### src/rtl/mem_arbiter.sv
// Two-port (fetch / load-store) arbiter in front of a single-ported memory.
// Round-robin on ties, fixed MEM_LAT access window, one-cycle ack per transaction.
module mem_arbiter #(
  parameter int unsigned DATA_WIDTH = 32,
  parameter int unsigned MEM_LAT    = 1
) (
  input  logic                  clk,
  input  logic                  reset,
  input  logic                  ifu_req_i,
  input  logic [DATA_WIDTH-1:0] ifu_addr_i,
  output logic                  ifu_ack_o,
  output logic [DATA_WIDTH-1:0] ifu_rdata_o,
  input  logic                  lsu_req_i,
  input  logic                  lsu_we_i,
  input  logic [DATA_WIDTH-1:0] lsu_addr_i,
  input  logic [DATA_WIDTH-1:0] lsu_wdata_i,
  output logic                  lsu_ack_o,
  output logic [DATA_WIDTH-1:0] lsu_rdata_o,
  output logic                  mem_we_o,
  output logic [DATA_WIDTH-1:0] mem_addr_o,
  output logic [DATA_WIDTH-1:0] mem_wd_o,
  input  logic [DATA_WIDTH-1:0] mem_rd_i,
  output logic                  busy_o,
  output logic                  owner_o
);

  localparam int unsigned      CNT_W    = 4;
  localparam logic [CNT_W-1:0] CNT_LOAD = CNT_W'(MEM_LAT - 1);

  typedef enum logic [1:0] {
    IDLE   = 2'd0,
    ACCESS = 2'd1,
    ACK    = 2'd2
  } state_e;

  state_e                  state_q, state_d;
  logic [CNT_W-1:0]        cnt_q, cnt_d;
  logic                    lsu_prio_q, lsu_prio_d;
  logic                    owner_q, owner_d;
  logic                    we_q, we_d;
  logic [DATA_WIDTH-1:0]   addr_q, addr_d;
  logic [DATA_WIDTH-1:0]   wd_q, wd_d;
  logic [DATA_WIDTH-1:0]   ifu_rdata_q, ifu_rdata_d;
  logic [DATA_WIDTH-1:0]   lsu_rdata_q, lsu_rdata_d;
  logic                    ifu_ack_q, ifu_ack_d;
  logic                    lsu_ack_q, lsu_ack_d;
  logic                    mem_we_q, mem_we_d;
  logic                    busy_q, busy_d;
  logic                    grant_lsu;

  // State and output registers; lsu_prio resets high so the LSU wins the first tie
  always_ff @(posedge clk or negedge reset) begin
    if (!reset) begin
      state_q     <= IDLE;
      cnt_q       <= '0;
      lsu_prio_q  <= 1'b1;
      owner_q     <= 1'b0;
      we_q        <= 1'b0;
      addr_q      <= '0;
      wd_q        <= '0;
      ifu_rdata_q <= '0;
      lsu_rdata_q <= '0;
      ifu_ack_q   <= 1'b0;
      lsu_ack_q   <= 1'b0;
      mem_we_q    <= 1'b0;
      busy_q      <= 1'b0;
    end else begin
      state_q     <= state_d;
      cnt_q       <= cnt_d;
      lsu_prio_q  <= lsu_prio_d;
      owner_q     <= owner_d;
      we_q        <= we_d;
      addr_q      <= addr_d;
      wd_q        <= wd_d;
      ifu_rdata_q <= ifu_rdata_d;
      lsu_rdata_q <= lsu_rdata_d;
      ifu_ack_q   <= ifu_ack_d;
      lsu_ack_q   <= lsu_ack_d;
      mem_we_q    <= mem_we_d;
      busy_q      <= busy_d;
    end
  end

  // Next-state logic; *_d of the pulse outputs describe the upcoming state
  always_comb begin
    state_d     = state_q;
    cnt_d       = cnt_q;
    lsu_prio_d  = lsu_prio_q;
    owner_d     = owner_q;
    we_d        = we_q;
    addr_d      = addr_q;
    wd_d        = wd_q;
    ifu_rdata_d = ifu_rdata_q;
    lsu_rdata_d = lsu_rdata_q;
    ifu_ack_d   = 1'b0;
    lsu_ack_d   = 1'b0;
    mem_we_d    = 1'b0;
    busy_d      = 1'b0;
    grant_lsu   = 1'b0;

    case (state_q)
      IDLE: begin
        if (ifu_req_i || lsu_req_i) begin
          grant_lsu  = lsu_req_i && (!ifu_req_i || lsu_prio_q);
          owner_d    = grant_lsu;
          lsu_prio_d = !grant_lsu;
          addr_d     = grant_lsu ? lsu_addr_i : ifu_addr_i;
          wd_d       = grant_lsu ? lsu_wdata_i : '0;
          we_d       = grant_lsu && lsu_we_i;
          mem_we_d   = grant_lsu && lsu_we_i;
          cnt_d      = CNT_LOAD;
          busy_d     = 1'b1;
          state_d    = ACCESS;
        end
      end
      ACCESS: begin
        busy_d = 1'b1;
        if (cnt_q == '0) begin
          state_d = ACK;
          if (!we_q) begin
            if (owner_q) lsu_rdata_d = mem_rd_i;
            else         ifu_rdata_d = mem_rd_i;
          end
          lsu_ack_d = owner_q;
          ifu_ack_d = !owner_q;
        end else begin
          cnt_d = cnt_q - CNT_W'(1);
        end
      end
      ACK:     state_d = IDLE;
      default: state_d = IDLE;
    endcase
  end

  assign ifu_ack_o   = ifu_ack_q;
  assign ifu_rdata_o = ifu_rdata_q;
  assign lsu_ack_o   = lsu_ack_q;
  assign lsu_rdata_o = lsu_rdata_q;
  assign mem_we_o    = mem_we_q;
  assign mem_addr_o  = addr_q;
  assign mem_wd_o    = wd_q;
  assign busy_o      = busy_q;
  assign owner_o     = owner_q;

endmodule
### config.mk
export PLATFORM = sky130hd
export DESIGN_NAME = mem_arbiter
export DESIGN_NICKNAME = d
export VERILOG_FILES = /design/src/rtl/mem_arbiter.sv
export SDC_FILE = /design/constraint.sdc
export NUM_CORES = 1
export LEC_CHECK = 0
export ABC_AREA = 1
export CAP_MARGIN = 20
export CORE_ASPECT_RATIO = 0.7
export CORE_UTILIZATION = 41
export DETAILED_ROUTE_END_ITERATION = 6
export MAX_ROUTING_LAYER = met4
export PLACE_DENSITY = 0.8
export SYNTH_ARGS = -nofsm -noshare
export SYNTH_HDL_FRONTEND = slang
export SYNTH_SLANG_ARGS = --single-unit
### constraint.sdc
create_clock -name clk -period 2 [get_ports clk]
set_input_delay 0.5 -clock clk [delete_from_list [all_inputs] [get_ports clk]]
set_output_delay 0.5 -clock clk [all_outputs]
set_load 0.05 [all_outputs]
# Word level (Yosys, flattened, before mapping)
# Cells that the tools add are included.
[classes]
addsub = 1
n_bitwise = 2
n_mux = 16
n_eq_ne = 4
reduce_logical = 15
[op_table]
columns = ["cell", "count"]
rows = [
  ["$mux W32", 2],
  ["$mux W4", 2],
  ["$pmux W4 S2", 1],
  ["$reduce_and A4 Y1", 2],
  ["$mux W1", 7],
  ["$ne A2 B2 Y1 const B", 3],
  ["$logic_not A4 Y1", 1],
  ["$mux W2", 2],
  ["$pmux W2 S2", 1],
  ["$reduce_and A2 Y1", 2],
  ["$sub A4 B1 Y4 const B", 1],
  ["$logic_not A1 Y1", 3],
  ["$reduce_and A3 Y1", 1],
  ["$eq A2 B1 Y1 const B", 1],
  ["$logic_and A1 B1 Y1", 2],
  ["$logic_not A2 Y1", 1],
  ["$logic_or A1 B1 Y1", 2],
  ["$not A1 Y1", 2],
  ["$pmux W1 S2", 1],
  ["$reduce_bool A2 Y1", 1],
]
[totals]
inputBits = 133
reg_bits = 141

# Depth between registers and ports, before layout
[logic_depth]
word_depth = 6
depth_mapped = 8
mapped_depth_nobuf = 7

# Worst setup path after synthesis
# Ideal clock, no wire load.
[synth_path]
path_kind = "flip-flop to flip-flop"
from = "reg owner_q, in the netlist owner_o"
to = "reg ifu_rdata_q[10], in the netlist ifu_rdata_o[10]"
n_path_buf = 1
path_stages_with_launch = 6
slack_ns = 0.569
required_time_ns = 1.881
synth_period_minus_slack_ns = 1.431
arrival_ns = 1.312
cell_sequence = "dfrtp_1 -> nor2_1 -> nand2_1 -> buf_2 -> nand2_1 -> nand2_1"
[synth_via]
elab_chain_cells = 2
[synth_lines]
columns = ["element", "line", "text"]
rows = [
  ["from (decl)", "39", "logic owner_q, owner_d;"],
  ["from (signal assigned)", "71", "owner_q <= owner_d;"],
  ["$not A1 Y1 (no source line)", "--", ""],
  ["$reduce_and A4 Y1 (no source line)", "--", ""],
  ["to (signal assigned)", "75", "ifu_rdata_q <= ifu_rdata_d;"],
  ["to (decl)", "43", "logic [DATA_WIDTH-1:0] ifu_rdata_q, ifu_rdata_d;"],
]
# No other way between the ends.
# A chain may end at the register's enable or synchronous reset.

# Worst setup path in the final report
[layout_path]
from = "reg ifu_rdata_q[27], in the netlist ifu_rdata_o[27]"
to = "out ifu_rdata_o[27]"
[layout_rtl]
columns = ["element", "line", "text"]
rows = [
  ["to (decl)", "12", "output logic [DATA_WIDTH-1:0] ifu_rdata_o,"],
]
# No word-level cell between the ends.

==> out/results.txt <==
Netlist Area Pre-Place = 5700 sq um
Vias in the first global route = 5386
Maximum ir drop on the vdd rail = 0.935 mV
Fin worst setup slack = 192 ps
Clk_lat worst skew = 400 ps
Largest net degree at the start of global routing = 65
Reg power frac = 0.283
Nets@finish = 1046
GRT Residual Overflow = 0
Vias = 5264
Seq/Total Area, Yosys = 0.619
Postcts setup bufs = 0
N_diodes = 0
Worst-path fanout max = 2
Slew margin rel. = 0.655
Gate Count Post-Synth = 646
Row count = 35
Inserted Clock Buffers = 17
Critical Path, Cell by Cell = dlygate4sd2_1
Routed wire length per instance = 15.3 microns
Clock Path Buffers = 2
Reg-to-Reg Start = cnt_q[0]$_DFFE_PN0P_
Worst clock skew = 9.72 ps
Total nets after synthesis = 780
Critical path class = reg -> out
Residual DRC count = 0
Post-CTS sizing = 40
Req. time, crit path = 1500 ps
Global-route wire length before repair = 26800 microns
Core Area = 13400 sq um
P_int = 0.00835 W
DR pass1 iterations = 4
Unrepaired setup endpoints after global routing = no
Total GRT Usage = 0.253
Fin. max-slew vios = 0
DIE AREA = 14400 sq um
Final setup violation count = 0
Fillers = 1103
R2R Setup Slk = 310 ps
Tmin final = 1810 ps
Layout cells sized above 1 = 0.166
FF-to-FF End = ifu_rdata_o[10]$_DFFE_PN0P_
Initial Utilization = 0.427
Synth warnings = 0
Via-per-instance ratio = 4.74
Worst r2r path cells = 7
Share of power burned in the clock network = 0.166
CP bufs+invs = 1
WL final = 17000 microns
Sw Pwr = 0.00875 W
Top cells by area, synth = dfrtp_1 (61%), nand2_1 (22%), nand3_1 (8.7%)
Clock slew at reported path FFs = 60 ps
#FFs+latches synth = 141
CTS H-tree lvls = 4
Hold buffer count at CTS = 0
CP startpoint kind = flip-flop
Final Cycle Share = 0.904
F_max = 553 MHz
DR iter-0 viols = 261
Chip height = 101 microns
Final Power = 0.0171 W
Critical Path AT = 1310 ps
Run status = finished, final reports clean
Unique masters post-synth = 20
Area growth syn-to-layout = 55.3%
I/O Buffers = 265
CP delay by family, top = buffers and inverters
IO Pins = 266
Hold Vio Cnt, Final = 0
CP Capture Type = output port
Top cell type by total area after synthesis = dfrtp_1
Tightest Pin Transition = 519 ps
CTS tree = built
Hold WC Path Type = in -> async
Place WS = 66.1 ps
Initial antenna violation count = 0
Post-DRT Antenna Nets = 0
CP max-delay cell = dlygate4sd2_1
Crit path from = ifu_rdata_o[27]$_DFFE_PN0P_
P_leak = 4.59 nW
Maxcap violations = 0
Clock root cell = clkbuf_16
CTS sink count = 141
Total Negative Setup Slacks = 0 ps
Max incr delay on CP = 550 ps
Combinational share of power = 0.551
Synth Area per Inst = 8.83 sq um
Post-synth top area share = 0.614
Switch share = 0.511
Dpl hpwl = 12100 microns
Routability cong. = 0.820
Pwr/cell area = 1930 nW/um^2
Die Width = 143 microns
[power groups by stage]
stage                     clock (W)  sequential, W  combinational [W]
after floorplan                   0        0.00890            0.00234
after global placement            0        0.00484            0.00959
after detailed placement          0        0.00486            0.00972
after CTS                   0.00289        0.00484            0.00950
after global routing        0.00303        0.00498             0.0100
final                       0.00284        0.00483            0.00943
[logic make-up after synthesis]
group,Yosys count,synth area share
buffers and inverters,49,0.0467
XOR/XNOR,1,0.00154
adder cells (fa/ha/maj),1,0.00219
flip-flops,141,0.619
AO/OA/AOI/OAI,7,0.00900
AND/OR/NAND/NOR,447,0.321
[Yosys cell counts]
library cell and n:
nand3_1 99, inv_2 1, nor2_4 2, clkbuf_1 7, o21ai_0 4, inv_1 12
dfstp_2 1, nand2_1 331, buf_2 18, o21bai_1 2, ha_1 1, xor2_1 1
nor2_1 10, buf_6 5, nand4_1 1, nand3_2 1, nor2_2 3, buf_4 6
o21ai_4 1, dfrtp_1 140
[per-layer routing]
layer	global-route usage	routed length, microns	vias to the layer above
met5	-	0	-
met4	0.0736	350	0
met3	0.0694	1070	24
met2	0.404	8140	191
met1	0.314	7470	2495
li1	-	-	2554
[worst reg2reg max path, cell delays in order, from the launching register on]
cell and delay [ps]:
dfrtp_1 370, inv_1 120, ha_1 200, nand2_1 130
nor2_4 220, buf_12 280, nand3_1 220, nand2_1 110
[sequential cells by signal (all words and copies together) (netlist names), 2 cells and up]
register	count
ifu_rdata_o	32
lsu_rdata_o	32
mem_addr_o	32
mem_wd_o	32
cnt_q	4
state_q	2
[per-stage QoR]
stage / util / std cells / hold WS, ps / cell area, sq um
2_1_floorplan: - / 646 / 204 / 5700
3_3_place_gp: 0.627 / 1078 / 441 / 8370
3_5_place_dp: 0.627 / 1078 / 441 / 8370
4_1_cts: 0.663 / 1110 / 2.84 / 8850
5_1_grt: 0.663 / 1110 / 15.6 / 8850
6_report: 0.663 / 1110 / 0.540 / 8850
[cell type report]
class,instances,area [sq um],share of cell area
inverters,13,48.8,0.00551
clock inverters,13,91.3,0.0103
well taps,185,231,0.0261
multi-input cells,456,1920,0.216
repair buffers,283,2590,0.293
clock buffers,19,443,0.0500
flip-flops and latches,141,3530,0.399
[layout by cell type, fill, tap and decap left out]
cell / count
dfrtp_1: 140
buf_12: 7
clkbuf_1: 1
clkinvlp_4: 6
ha_1: 1
nor2_1: 8
xor2_1: 1
nand4_1: 1
o21ai_4: 1
clkinv_2: 4
nand2_1: 331
inv_2: 1
inv_1: 12
dlygate4sd2_1: 40
clkdlybuf4s50_1: 131
clkbuf_16: 17
o21ai_0: 4
dfstp_2: 1
nand3_2: 1
buf_4: 104
nand3_1: 99
nor2_4: 3
o21bai_1: 2
nor2_2: 4
clkbuf_8: 1
inv_6: 3
buf_6: 1
[worst max-delay path by stage]
| stage | to | slack, ps | depth (start not counted) |
|---|---|---|---|
| 3_5_place_dp | mem_addr_o[12]$_DFFE_PN0P_ | 70 | 5 |
| 4_1_cts | ifu_rdata_o[27] | 170 | 1 |
| 6_report | ifu_rdata_o[27] | 190 | 1 |
| 3_3_place_gp | cnt_q[3]$_DFFE_PN0P_ | 110 | 5 |
| 2_1_floorplan | ifu_rdata_o[10]$_DFFE_PN0P_ | 570 | 5 |
| 5_1_grt | lsu_rdata_o[10] | 140 | 1 |
Note: power is estimated with default switching activity, not from simulation.
